--- config.mk ---
export PLATFORM = sky130hd
export DESIGN_NAME = pmod_enc_array
export DESIGN_NICKNAME = d
export VERILOG_FILES = /design/src/rtl/pmod_enc_pkg.sv /design/src/rtl/enc_channel.sv /design/src/rtl/pmod_enc_array.sv
export SDC_FILE = /design/constraint.sdc
export NUM_CORES = 1
export LEC_CHECK = 0
export CAP_MARGIN = 20
export CORE_MARGIN = 3
export CORE_UTILIZATION = 40
export CTS_CLUSTER_SIZE = 40
export DETAILED_ROUTE_END_ITERATION = 8
export GPL_TIMING_DRIVEN = 1
export SLEW_MARGIN = 20
export SYNTH_ARGS = -nofsm -noshare
export SYNTH_HDL_FRONTEND = slang
export SYNTH_HIERARCHICAL = 1
export SYNTH_SLANG_ARGS = --single-unit
--- constraint.sdc ---
create_clock -name clk -period 2.97 [get_ports clk]
set_input_delay 0.594 -clock clk [delete_from_list [all_inputs] [get_ports clk]]
set_output_delay 0.594 -clock clk [all_outputs]
set_load 0.01 [all_outputs]
--- src/rtl/pmod_enc_pkg.sv ---
// Shared constants and next-count arithmetic for the PmodENC encoder bank.
// Arithmetic uses a fixed 33-bit working width, so any counter width up to 32 bits works.
package pmod_enc_pkg;

  localparam int MODE_SATURATE = 0;
  localparam int MODE_WRAP     = 1;

  localparam int IN_A   = 0;
  localparam int IN_B   = 1;
  localparam int IN_BTN = 2;

  localparam int CALC_W = 33;
  typedef logic [CALC_W-1:0] calc_t;

  // The result is always in 0..max-1 when count is in range and step < max.
  function automatic calc_t next_count(input calc_t count, input logic up,
                                       input calc_t step, input calc_t max,
                                       input logic wrap);
    calc_t res;
    if (up) begin
      if (count + step <= max - calc_t'(1)) res = count + step;
      else if (wrap)                        res = count + step - max;
      else                                  res = max - calc_t'(1);
    end else begin
      if (count >= step) res = count - step;
      else if (wrap)     res = count + max - step;
      else               res = '0;
    end
    return res;
  endfunction

endpackage

--- src/rtl/enc_channel.sv ---
// One encoder channel: synchronizers, three run-length filters, edge detect
// and the bounded position counter with its change/direction strobes.
module enc_channel
  import pmod_enc_pkg::*;
#(
  parameter int WIDTH    = 8,
  parameter int MAX      = 160,
  parameter int FACTOR   = 0,
  parameter int WRAP     = 0,
  parameter int DEBOUNCE = 4
) (
  input  logic             clk,
  input  logic             rst,
  input  logic             a,
  input  logic             b,
  input  logic             btn,
  output logic [WIDTH-1:0] count,
  output logic             changed,
  output logic             dir
);

  localparam int    RUN_W = (DEBOUNCE > 1) ? $clog2(DEBOUNCE) : 1;
  localparam calc_t STEP  = calc_t'(1) << FACTOR;
  localparam calc_t MAX_V = calc_t'(MAX);

  logic [2:0]       raw, sync1, sync2, level, level_d;
  logic [RUN_W-1:0] run [3];
  logic             rise_a, rise_btn, step_up;
  logic [WIDTH-1:0] next_cnt;

  assign raw      = {btn, b, a};
  assign rise_a   = level[IN_A] & ~level_d[IN_A];
  assign rise_btn = level[IN_BTN] & ~level_d[IN_BTN];
  assign step_up  = ~level[IN_B];
  assign next_cnt = WIDTH'(next_count(calc_t'(count), step_up, STEP, MAX_V,
                                      WRAP == MODE_WRAP));

  // NOTE: every register here, including the filter run counters, is reset so
  // no half-filtered level or pending edge can survive a reset.
  always_ff @(posedge clk) begin
    if (rst) begin
      sync1   <= '0;
      sync2   <= '0;
      level   <= '0;
      level_d <= '0;
      for (int i = 0; i < 3; i++) run[i] <= '0;
      count   <= '0;
      changed <= 1'b0;
      dir     <= 1'b1;
    end else begin
      sync1   <= raw;
      sync2   <= sync1;
      level_d <= level;
      changed <= 1'b0;

      // A new level is accepted only after DEBOUNCE consecutive differing samples.
      for (int i = 0; i < 3; i++) begin
        if (sync2[i] == level[i]) begin
          run[i] <= '0;
        end else if (run[i] == RUN_W'(DEBOUNCE - 1)) begin
          level[i] <= sync2[i];
          run[i]   <= '0;
        end else begin
          run[i] <= run[i] + RUN_W'(1);
        end
      end

      // Button clear has priority over a detent in the same cycle.
      if (rise_btn) begin
        count   <= '0;
        changed <= 1'b1;
      end else if (rise_a) begin
        dir <= step_up;
        if (next_cnt != count) begin
          count   <= next_cnt;
          changed <= 1'b1;
        end
      end
    end
  end

endmodule

--- src/rtl/pmod_enc_array.sv ---
// Bank of independent quadrature encoder counters; the top only slices the
// input buses and concatenates per-channel results.
module pmod_enc_array
  import pmod_enc_pkg::*;
#(
  parameter int CHANNELS = 3,
  parameter int WIDTH    = 8,
  parameter int MAX      = 160,
  parameter int FACTOR   = 0,
  parameter int WRAP     = MODE_SATURATE,
  parameter int DEBOUNCE = 4
) (
  input  logic                      clk,
  input  logic                      rst,
  input  logic [CHANNELS-1:0]       enc_a,
  input  logic [CHANNELS-1:0]       enc_b,
  input  logic [CHANNELS-1:0]       enc_btn,
  output logic [CHANNELS*WIDTH-1:0] count,
  output logic [CHANNELS-1:0]       changed,
  output logic [CHANNELS-1:0]       dir
);

  for (genvar i = 0; i < CHANNELS; i++) begin : g_ch
    enc_channel #(
      .WIDTH    (WIDTH),
      .MAX      (MAX),
      .FACTOR   (FACTOR),
      .WRAP     (WRAP),
      .DEBOUNCE (DEBOUNCE)
    ) u_channel (
      .clk     (clk),
      .rst     (rst),
      .a       (enc_a[i]),
      .b       (enc_b[i]),
      .btn     (enc_btn[i]),
      .count   (count[i*WIDTH +: WIDTH]),
      .changed (changed[i]),
      .dir     (dir[i])
    );
  end

endmodule

==> flow_metrics.env <==
export IMPL_drt_pass1_iter_count=5
export IMPL_grt_pass1_wl_um=20500
export IMPL_grt_ovfl_total=0
export IMPL_cts_tree="yes"
export IMPL_finalSetupViolCount=0
export IMPL_nets=694
export IMPL_worstMarginPinSlew_ps=629
export IMPL_routabilityCongestion=0.927
export IMPL_wl_per_cell_um=14.6
export IMPL_synthFlopType="dfxtp_1"
export IMPL_ys_ff_latch=81
export IMPL_die_h_um=119
export IMPL_synth_top_cell_area_share_pct=24.6
export IMPL_layout_drive_gt1_share_pct=13.2
export IMPL_synth_distinct_cells=86
export IMPL_cts_sinks=81
export IMPL_crit_path_end_kind="flop"
export IMPL_drc=0
export IMPL_yosysSeqAreaShare_pct=35.1
export IMPL_postCtsHoldBufs=0
export IMPL_synthToLayoutAreaGrowth_pct=21.1
export IMPL_netlist_area_mm2=0.00513
export IMPL_rsz0062_at_grt="false"
export IMPL_syn_area_per_cell_um2=8.54
export IMPL_power_w=0.00248
export IMPL_vias=4610
export IMPL_io_pins=41
export IMPL_drtIter0Drc=352
export IMPL_grt_max_degree=30
export IMPL_final_min_clock_period_ps=2830
export IMPL_synth_edff_count=18
export IMPL_clk_path_buf_depth=2
export IMPL_cts_htree_levels=3
export IMPL_synth_cells=601
export IMPL_viasPerCell=5.52
export IMPL_max_slew_margin_pct=57.8
export IMPL_io_buffers=40
export IMPL_synth_largest_area_cell="dfxtp_1"
export IMPL_grt_usage_pct=17.2
export IMPL_die_area_mm2=0.0142
export IMPL_num_rows=40
export IMPL_design_core_area_mm2=0.0123
export IMPL_antenna_found_initial=0
export IMPL_worst_ir_drop_vdd_uv=297
export IMPL_wl_um=12200
export IMPL_hold_viol_final=0
export IMPL_crit_type="reg -> reg"
export IMPL_cap_viol_max_count=0
export IMPL_cts_root_buffer="clkbuf_16"
export IMPL_ys_warn_count=6
export IMPL_slew_viol_final=0
export IMPL_start_util_pct=41.9
export IMPL_status="finished clean"
export IMPL_ys_async_sr_fraction_pct=0
export IMPL_mostFrequentLayoutCell="nor2_1"
export IMPL_path_clk_slew_ps=60
export IMPL_antenna_left=0
export IMPL_clk_latency_ps=330
export IMPL_holdWs_ps=439
export IMPL_worst_ep_arrival_time_ps=3090
export IMPL_fmax_mhz=353
export IMPL_grt_pass1_vias=4305
export IMPL_fin_crit_sh_pct=95.4
export IMPL_dieWidth_um=119
export IMPL_cp_required_ps=3220
export IMPL_synthTopCellsByArea="dfxtp_1, edfxtp_1, nor2_1"
export IMPL_hpwl_um=8710
export IMPL_cts_made_buffers=9
export IMPL_p_per_area_mw_per_mm2=399
export IMPL_hold_path_class="reg -> reg"
export IMPL_finalSetupTns_ps=0
export IMPL_total_leakage_power_nw=2.27
export IMPL_n_antenna_cell=0
export IMPL_final_cell_mix="nor2_1, dfxtp_1, nand2_1"
export IMPL_worstPathMaxFanout=8
export IMPL_cp_start_kind="flop"
export IMPL_final_setup_skew_ps=6.30
-- final timing paths --
check	to	cells past startpoint	slack, ps	start
worst max-delay path	g_ch[0].u_channel/count[6]	9	140	g_ch[0].u_channel/count[0]
worst min register to register	g_ch[1].u_channel/sync2[1]	1	440	g_ch[1].u_channel/sync1[1]
worst max register to register	g_ch[0].u_channel/count[6]	9	140	g_ch[0].u_channel/count[0]
worst min-delay path	g_ch[1].u_channel/sync2[1]	1	440	g_ch[1].u_channel/sync1[1]
-- worst max-delay path, stage by stage (launching register included) --
cell	delay, ps
dfxtp_4	370
ha_1	220
nor2b_1	130
o31a_1	250
or4_4	540
a2111o_1	370
a221o_1	330
o21a_4	240
o311a_1	120
a211oi_2	190
-- metrics by stage --
step	util (%)	cell area [um^2]	setup WS (ps)	instances
detailed placement	47.3	5800	16.1	817
floorplan	-	5190	1.36	616
global route	50.7	6210	10.6	835
global placement	47.3	5800	88.0	817
finish	50.7	6210	136	835
CTS	49.9	6120	1.35	833
-- cell usage after synthesis (9+ instances only) --
master,count
edfxtp_1,18
a211oi_1,9
buf_2,14
clkbuf_1,13
or3_1,11
xnor2_1,23
ha_1,21
nor2_1,77
nor3_1,21
inv_1,24
dfxtp_1,63
nor2b_1,32
nand2b_1,15
o21ai_0,18
a21oi_1,30
nand3_1,18
nand2_1,44
mux2i_1,16
-- report_power, final --
group	leakage (nW)	internal [W]	switching [W]	total (W)
logic	1.41	0.0000629	0.0000727	0.000136
clock network	0.157	0.000713	0.000463	0.00118
registers	0.699	0.00115	0.0000141	0.00117
-- kinds of logic after synthesis --
family	Yosys count	share of synthesized area, %
flip-flops	81	35.1
XOR/XNOR	30	5.27
adder cells (fa/ha/maj)	21	5.12
AND/OR/NAND/NOR	260	26.7
AO/OA/AOI/OAI	125	17.9
multiplexers	16	3.12
other	3	0.219
buffers and inverters	65	6.58
-- routing by layer --
metal  up-vias  wire length [um]  GRT usage (%)
li1       2261                 -              -
met1      2164              5440           22.4
met2       163              5850           28.3
met3        22               687           3.18
met4         0               231           6.66
met5         -                 0              0
-- state kept, by name, indices dropped and copies added, names as in the netlist --
name                    flops
g_ch.u_channel/sync1        9
g_ch.u_channel/level        9
g_ch.u_channel/count       24
g_ch.u_channel/changed      3
g_ch.u_channel/level_d      6
g_ch.u_channel/sync2        9
g_ch.u_channel/dir          3
g_ch.u_channel/run         18
-- final cells by class --
class / instances / area [um^2]
Fill cell: 1162 / 6050
Multi-Input combinational cell: 471 / 3130
Sequential cell: 81 / 1810
Timing Repair Buffer: 74 / 651
Clock buffer: 10 / 250
Tap cell: 168 / 210
Inverter: 25 / 93.8
Clock inverter: 6 / 71.3
-- what timing repair did --
action | in CTS | in global routing
endpoints found under the hold margin | 0 | 0
endpoints found under the setup margin | 0 | 10
setup buffers | 0 | 1
resized for setup | 0 | 15
No activity file was read; power rests on OpenSTA's default activity.
==> variant 1 (same settings) <==
Register the output `count`, without a reset; this adds one clock of latency there. The other outputs are not delayed to match.
--- a/src/rtl/pmod_enc_array.sv
+++ b/src/rtl/pmod_enc_array.sv
@@ -20,6 +20,8 @@
   output logic [CHANNELS-1:0]       dir
 );
 
+  logic [CHANNELS*WIDTH-1:0] count_d;
+
   for (genvar i = 0; i < CHANNELS; i++) begin : g_ch
     enc_channel #(
       .WIDTH    (WIDTH),
@@ -33,11 +35,15 @@
       .a       (enc_a[i]),
       .b       (enc_b[i]),
       .btn     (enc_btn[i]),
-      .count   (count[i*WIDTH +: WIDTH]),
+      .count   (count_d[i*WIDTH +: WIDTH]),
       .changed (changed[i]),
       .dir     (dir[i])
     );
   end
 
+  always_ff @(posedge clk) begin
+      count <= count_d;
+  end
+
 endmodule
 
Behaviour: not the same (Yosys sat finds a counterexample within 10 cycles, from zero or initial values and one cycle with rst high).
==> variant 1 against the original RTL <==
  * Hold slack worse by 9.4 ps
  * Wire length is 10% higher
  * Sequential cell count is 24 higher
  * Combinational power is 14% higher
  * Utilization is 1.8 points lower
  * Highest routed layer unchanged
  * Maximum frequency is 0.18% higher
  * Largest power group is now sequential cells
  * Critical path depth is 1 higher
  * Global-route usage hardly changed
  * Synthesized area is 11% higher
  * Count of clock-buffer cells in the layout stayed put
  * Total power is 15% higher
  * First-iteration DRC count is 18% higher
  * Setup slack better by 5.1 ps
  * Cell area is 9.5% higher
==> variant 1: results (changes against the original RTL) <==
* Worst Hold Launch: g_ch[2].u_channel/count[2]
* Setup WS pre-CTS at 10.8 ps (-5.30 ps)
* Grt met3 use at 4.40% (+1.2 points)
* Vias at 4781 (+3.7%)
* Layout cells sized above 1 at 14.6% (+1.4 points)
* Cell depth of the worst flop-to-flop path at 10 (+1)
* Vias/cell at 5.39 (-2.4%)
* All-layer global routing usage at 17.3% (+0.037 points)
* Worst IR Drop VDD at 0.306 mV (+3.0%)
* Grt met2 use at 28.5% (+0.18 points)
* Critical Path AT at 3100 ps (about the same)
* Multiplexer share of the synthesized area at 2.46% (-0.66 points)
* Clock-pin slew on the worst setup and hold paths at 80 ps (+20 ps)
* Final min period at 2830 ps (-5.14 ps)
* # placed instances at 870 (+6.5%)
* Leak at 2.54 nW (+12%)
* CP peak stage delay at 490 ps (-50 ps)
* Iter 0 DRT Violations at 414 (+18%)
* Layout fillers at 1327 (+14%)
* DP HPWL at 9600 um (+10%)
* Adder-Cell Fraction of Synth Area at 4.61% (-0.51 points)
* Number of global-route vias before repair at 4599 (+6.8%)
* Status: finished, final reports clean
* First-pass GRT wire length at 22600 um (+10%)
* Synth area leaders: dfxtp_1, edfxtp_1, nor2_1
* Sequential element share of the synthesized area at 40.0% (+4.9 points)
==> variant 1: cell count changes after synthesis, sizes merged, moves of 3 or more <==
| cell | before | now |
|---|---|---|
| a2111oi | 1 | 4 |
| nand2b | 15 | 11 |
| o21ai | 20 | 25 |
| buf | 23 | 26 |
| nand3 | 20 | 16 |
| nand2 | 45 | 41 |
| dfxtp | 63 | 87 |
| o41ai | 4 | 1 |
| a31oi | 6 | 10 |
==> variant 1: final cells by class <==
class | count | share of cell area [%]
multi-input cells | 474 | 46.2
flip-flops and latches | 105 | 33.6
repair buffers | 86 | 10.9
clock buffers | 10 | 3.51
well taps | 180 | 3.31
inverters | 26 | 1.43
clock inverters | 6 | 1.01
==> variant 1: worst min path at each step <==
stage | end | depth (start not counted)
after floorplan | count[12] | 0
after global placement | g_ch[1].u_channel/sync2[0] | 1
after detailed placement | count[18] | 0
after CTS | count[18] | 0
after global routing | count[18] | 0
final | count[18] | 0
==> variant 1: per-layer routing <==
metal / share of wire, % / vias to the layer above
li1: - / 2373
met2: 48 / 170
met5: 0 / -
met4: 1.5 / 0
met3: 5.4 / 18
met1: 45 / 2220
==> variant 1: power breakdown <==
part / internal (mW) / switching [mW] / total (mW)
Combinational: 0.0713 / 0.0834 / 0.155
Clock: 0.619 / 0.590 / 1.21
Sequential: 1.47 / 0.0153 / 1.49
Total: 2.16 / 0.689 / 2.85
==> variant 1: what timing repair did <==
item | in CTS | in global routing
gates resized for setup | 1 | 8
setup buffers | 0 | 1
pin swaps | 0 | 4
setup endpoints to repair | 1 | 6
==> variant 1: worst max-delay path, delay by kind of cell, from the launching register on <==
kind | cells | cell delay, ps
buffers and inverters | 1 | 60
AO/OA/AOI/OAI | 5 | 1260
adder cells (fa/ha/maj) | 1 | 300
AND/OR/NAND/NOR | 3 | 750
flip-flops | 1 | 380
==> variant 2 (same flow settings) <==
Made on the original files. `WIDTH` is set to 8 in 2 places; all go to 6.
--- a/src/rtl/enc_channel.sv
+++ b/src/rtl/enc_channel.sv
@@ -3,7 +3,7 @@
 module enc_channel
   import pmod_enc_pkg::*;
 #(
-  parameter int WIDTH    = 8,
+  parameter int WIDTH    = 6,
   parameter int MAX      = 160,
   parameter int FACTOR   = 0,
   parameter int WRAP     = 0,
--- a/src/rtl/pmod_enc_array.sv
+++ b/src/rtl/pmod_enc_array.sv
@@ -4,7 +4,7 @@
   import pmod_enc_pkg::*;
 #(
   parameter int CHANNELS = 3,
-  parameter int WIDTH    = 8,
+  parameter int WIDTH    = 6,
   parameter int MAX      = 160,
   parameter int FACTOR   = 0,
   parameter int WRAP     = MODE_SATURATE,
Interface: changed (resized count); port bits go from 41 to 35. The function was not compared with the original's and may differ.
==> variant 2 against the original RTL <==
  * Setup slack gained 670 ps
  * Clock skew grew 0.76 ps
  * Utilization shrank 1.4 points
  * Cell count shrank 34%
  * Synthesized area shrank 29%
  * Cell area shrank 30%
  * Critical path depth shrank 8
  * Total power shrank 20%
  * Sequential cell count shrank 6
  * Wire length shrank 47%
  * First-iteration DRC count shrank 79%
  * Combinational power shrank 17%
  * Highest routed layer unchanged
==> variant 2: results (changes against the original RTL) <==
* Status: finished, final reports clean
* Number of global-route vias before repair at 2629 (-39%)
* Synth Area in Compound Gates at 12.2% (-5.7 points)
* Drt total wl at 6420 um (-47%)
* Critical Path Sink: count[14]
* Clock group power at 0.784 mW (-34%)
* Worst Hold Launch: g_ch[1].u_channel/sync1[2]
* DR pass1 iterations at 4 (-1)
* Final period utilization at 72.8% (-23 points)
* DR WL/cell at 11.6 um (-21%)
* Layout cells sized above 1 at 7.42% (-5.8 points)
* Critical path peak fanout at 12 (+4)
* Post-CTS Setup Inserts at 0 (unchanged)
* CP peak stage delay at 630 ps (+90 ps)
* Combinational share of power at 5.7% (+0.2 points)
* Clock-pin slew on the worst setup and hold paths at 80 ps (+20 ps)
* Adder-Cell Fraction of Synth Area at 6.15% (+1.0 points)
* Final hold slack at 432 ps (-7.34 ps)
* First-pass GRT wire length at 11700 um (-43%)
* GPL Wtd Cong at 0.838 (-9.5%)
* P_sw at 0.446 mW (-19%)
* All-layer global routing usage at 13.9% (-3.3 points)
* Worst r2r src: g_ch[2].u_channel/count[0]
* Internal power at 1.54 mW (-20%)
* Post-synth cell types at 35 (-59%)
* Initial antenna violation count at 0 (unchanged)
* Synth area leaders: dfxtp_1, edfxtp_1, ha_1
* Cell depth of the worst flop-to-flop path at 7 (-2)
* Layout fillers at 842 (-28%)
* CP max-delay cell: clkdlybuf4s50_1
* Worst reg-to-reg setup slack at 930 ps (+790 ps)
* Multiplexer share of the synthesized area at 3.38% (+0.26 points)
* Clock Skew at 7.07 ps (+0.762 ps)
* Fin nets at 469 (-32%)
* Largest regs: g_ch.u_channel/count x18, g_ch.u_channel/run x18
* Worst IR Drop VDD at 0.266 mV (-10%)
* Sequential element share of the synthesized area at 45.9% (+11 points)
* Leak at 1.71 nW (-25%)
* Iter 0 DRT Violations at 73 (-79%)
* Post-Synth XOR/XNOR Area at 3.59% (-1.7 points)
* Setup WS pre-CTS at 950 ps (+934 ps)
* Vias/cell at 5.02 (-9.1%)
* Synth top cells by count: dfxtp_1, nor2_1, nor2b_1
* Avg Synthesized Cell Area at 9.25 um2 (+8.3%)
* Resize count post-CTS at 0 (unchanged)
* # placed instances at 537 (-34%)
* IO Port Bufs at 34 (-15%)
* Max transition margin at 60.5% (+2.7 points)
* Pin count of the biggest net entering global routing at 38 (+27%)
* Critical path's top delay family: buffers and inverters
* Critical path origin: g_ch[2].u_channel/count[2]
* Clock Latency Late Sink at 340 ps
* Worst hold endpoint: g_ch[1].u_channel/sync2[2]
* DP HPWL at 4520 um (-48%)
* Area after DPL at 4140 um2 (-29%)
[variant 2: cell count changes after synthesis, moves of 7 or more]
cell      unedited run  this run
nand2_1             44        18
o211ai_1             7         0
buf_2               14         0
nand3_1             18         6
xnor2_1             23        12
mux2i_1             16         9
nor2_1              77        51
a21oi_1             30        18
[variant 2: area by class of cell]
| cell class | instances | area [um2] | share of cell area [%] |
|---|---|---|---|
| Clock inverter | 5 | 61.3 | 1.41 |
| Inverter | 21 | 78.8 | 1.82 |
| Multi-Input combinational cell | 297 | 1890 | 43.6 |
| Sequential cell | 75 | 1680 | 38.7 |
| Timing Repair Buffer | 36 | 350 | 8.07 |
| Clock buffer | 11 | 141 | 3.26 |
| Tap cell | 108 | 135 | 3.11 |
[variant 2: routing by layer]
layer	GRT usage, %	vias up	share of wire, %	routed length, um
met4	4.70	0	1.6	103
met1	18.0	1266	50	3200
met5	0	-	0	0
met2	22.1	48	44	2830
li1	-	1448	-	-
met3	4.34	13	4.4	283
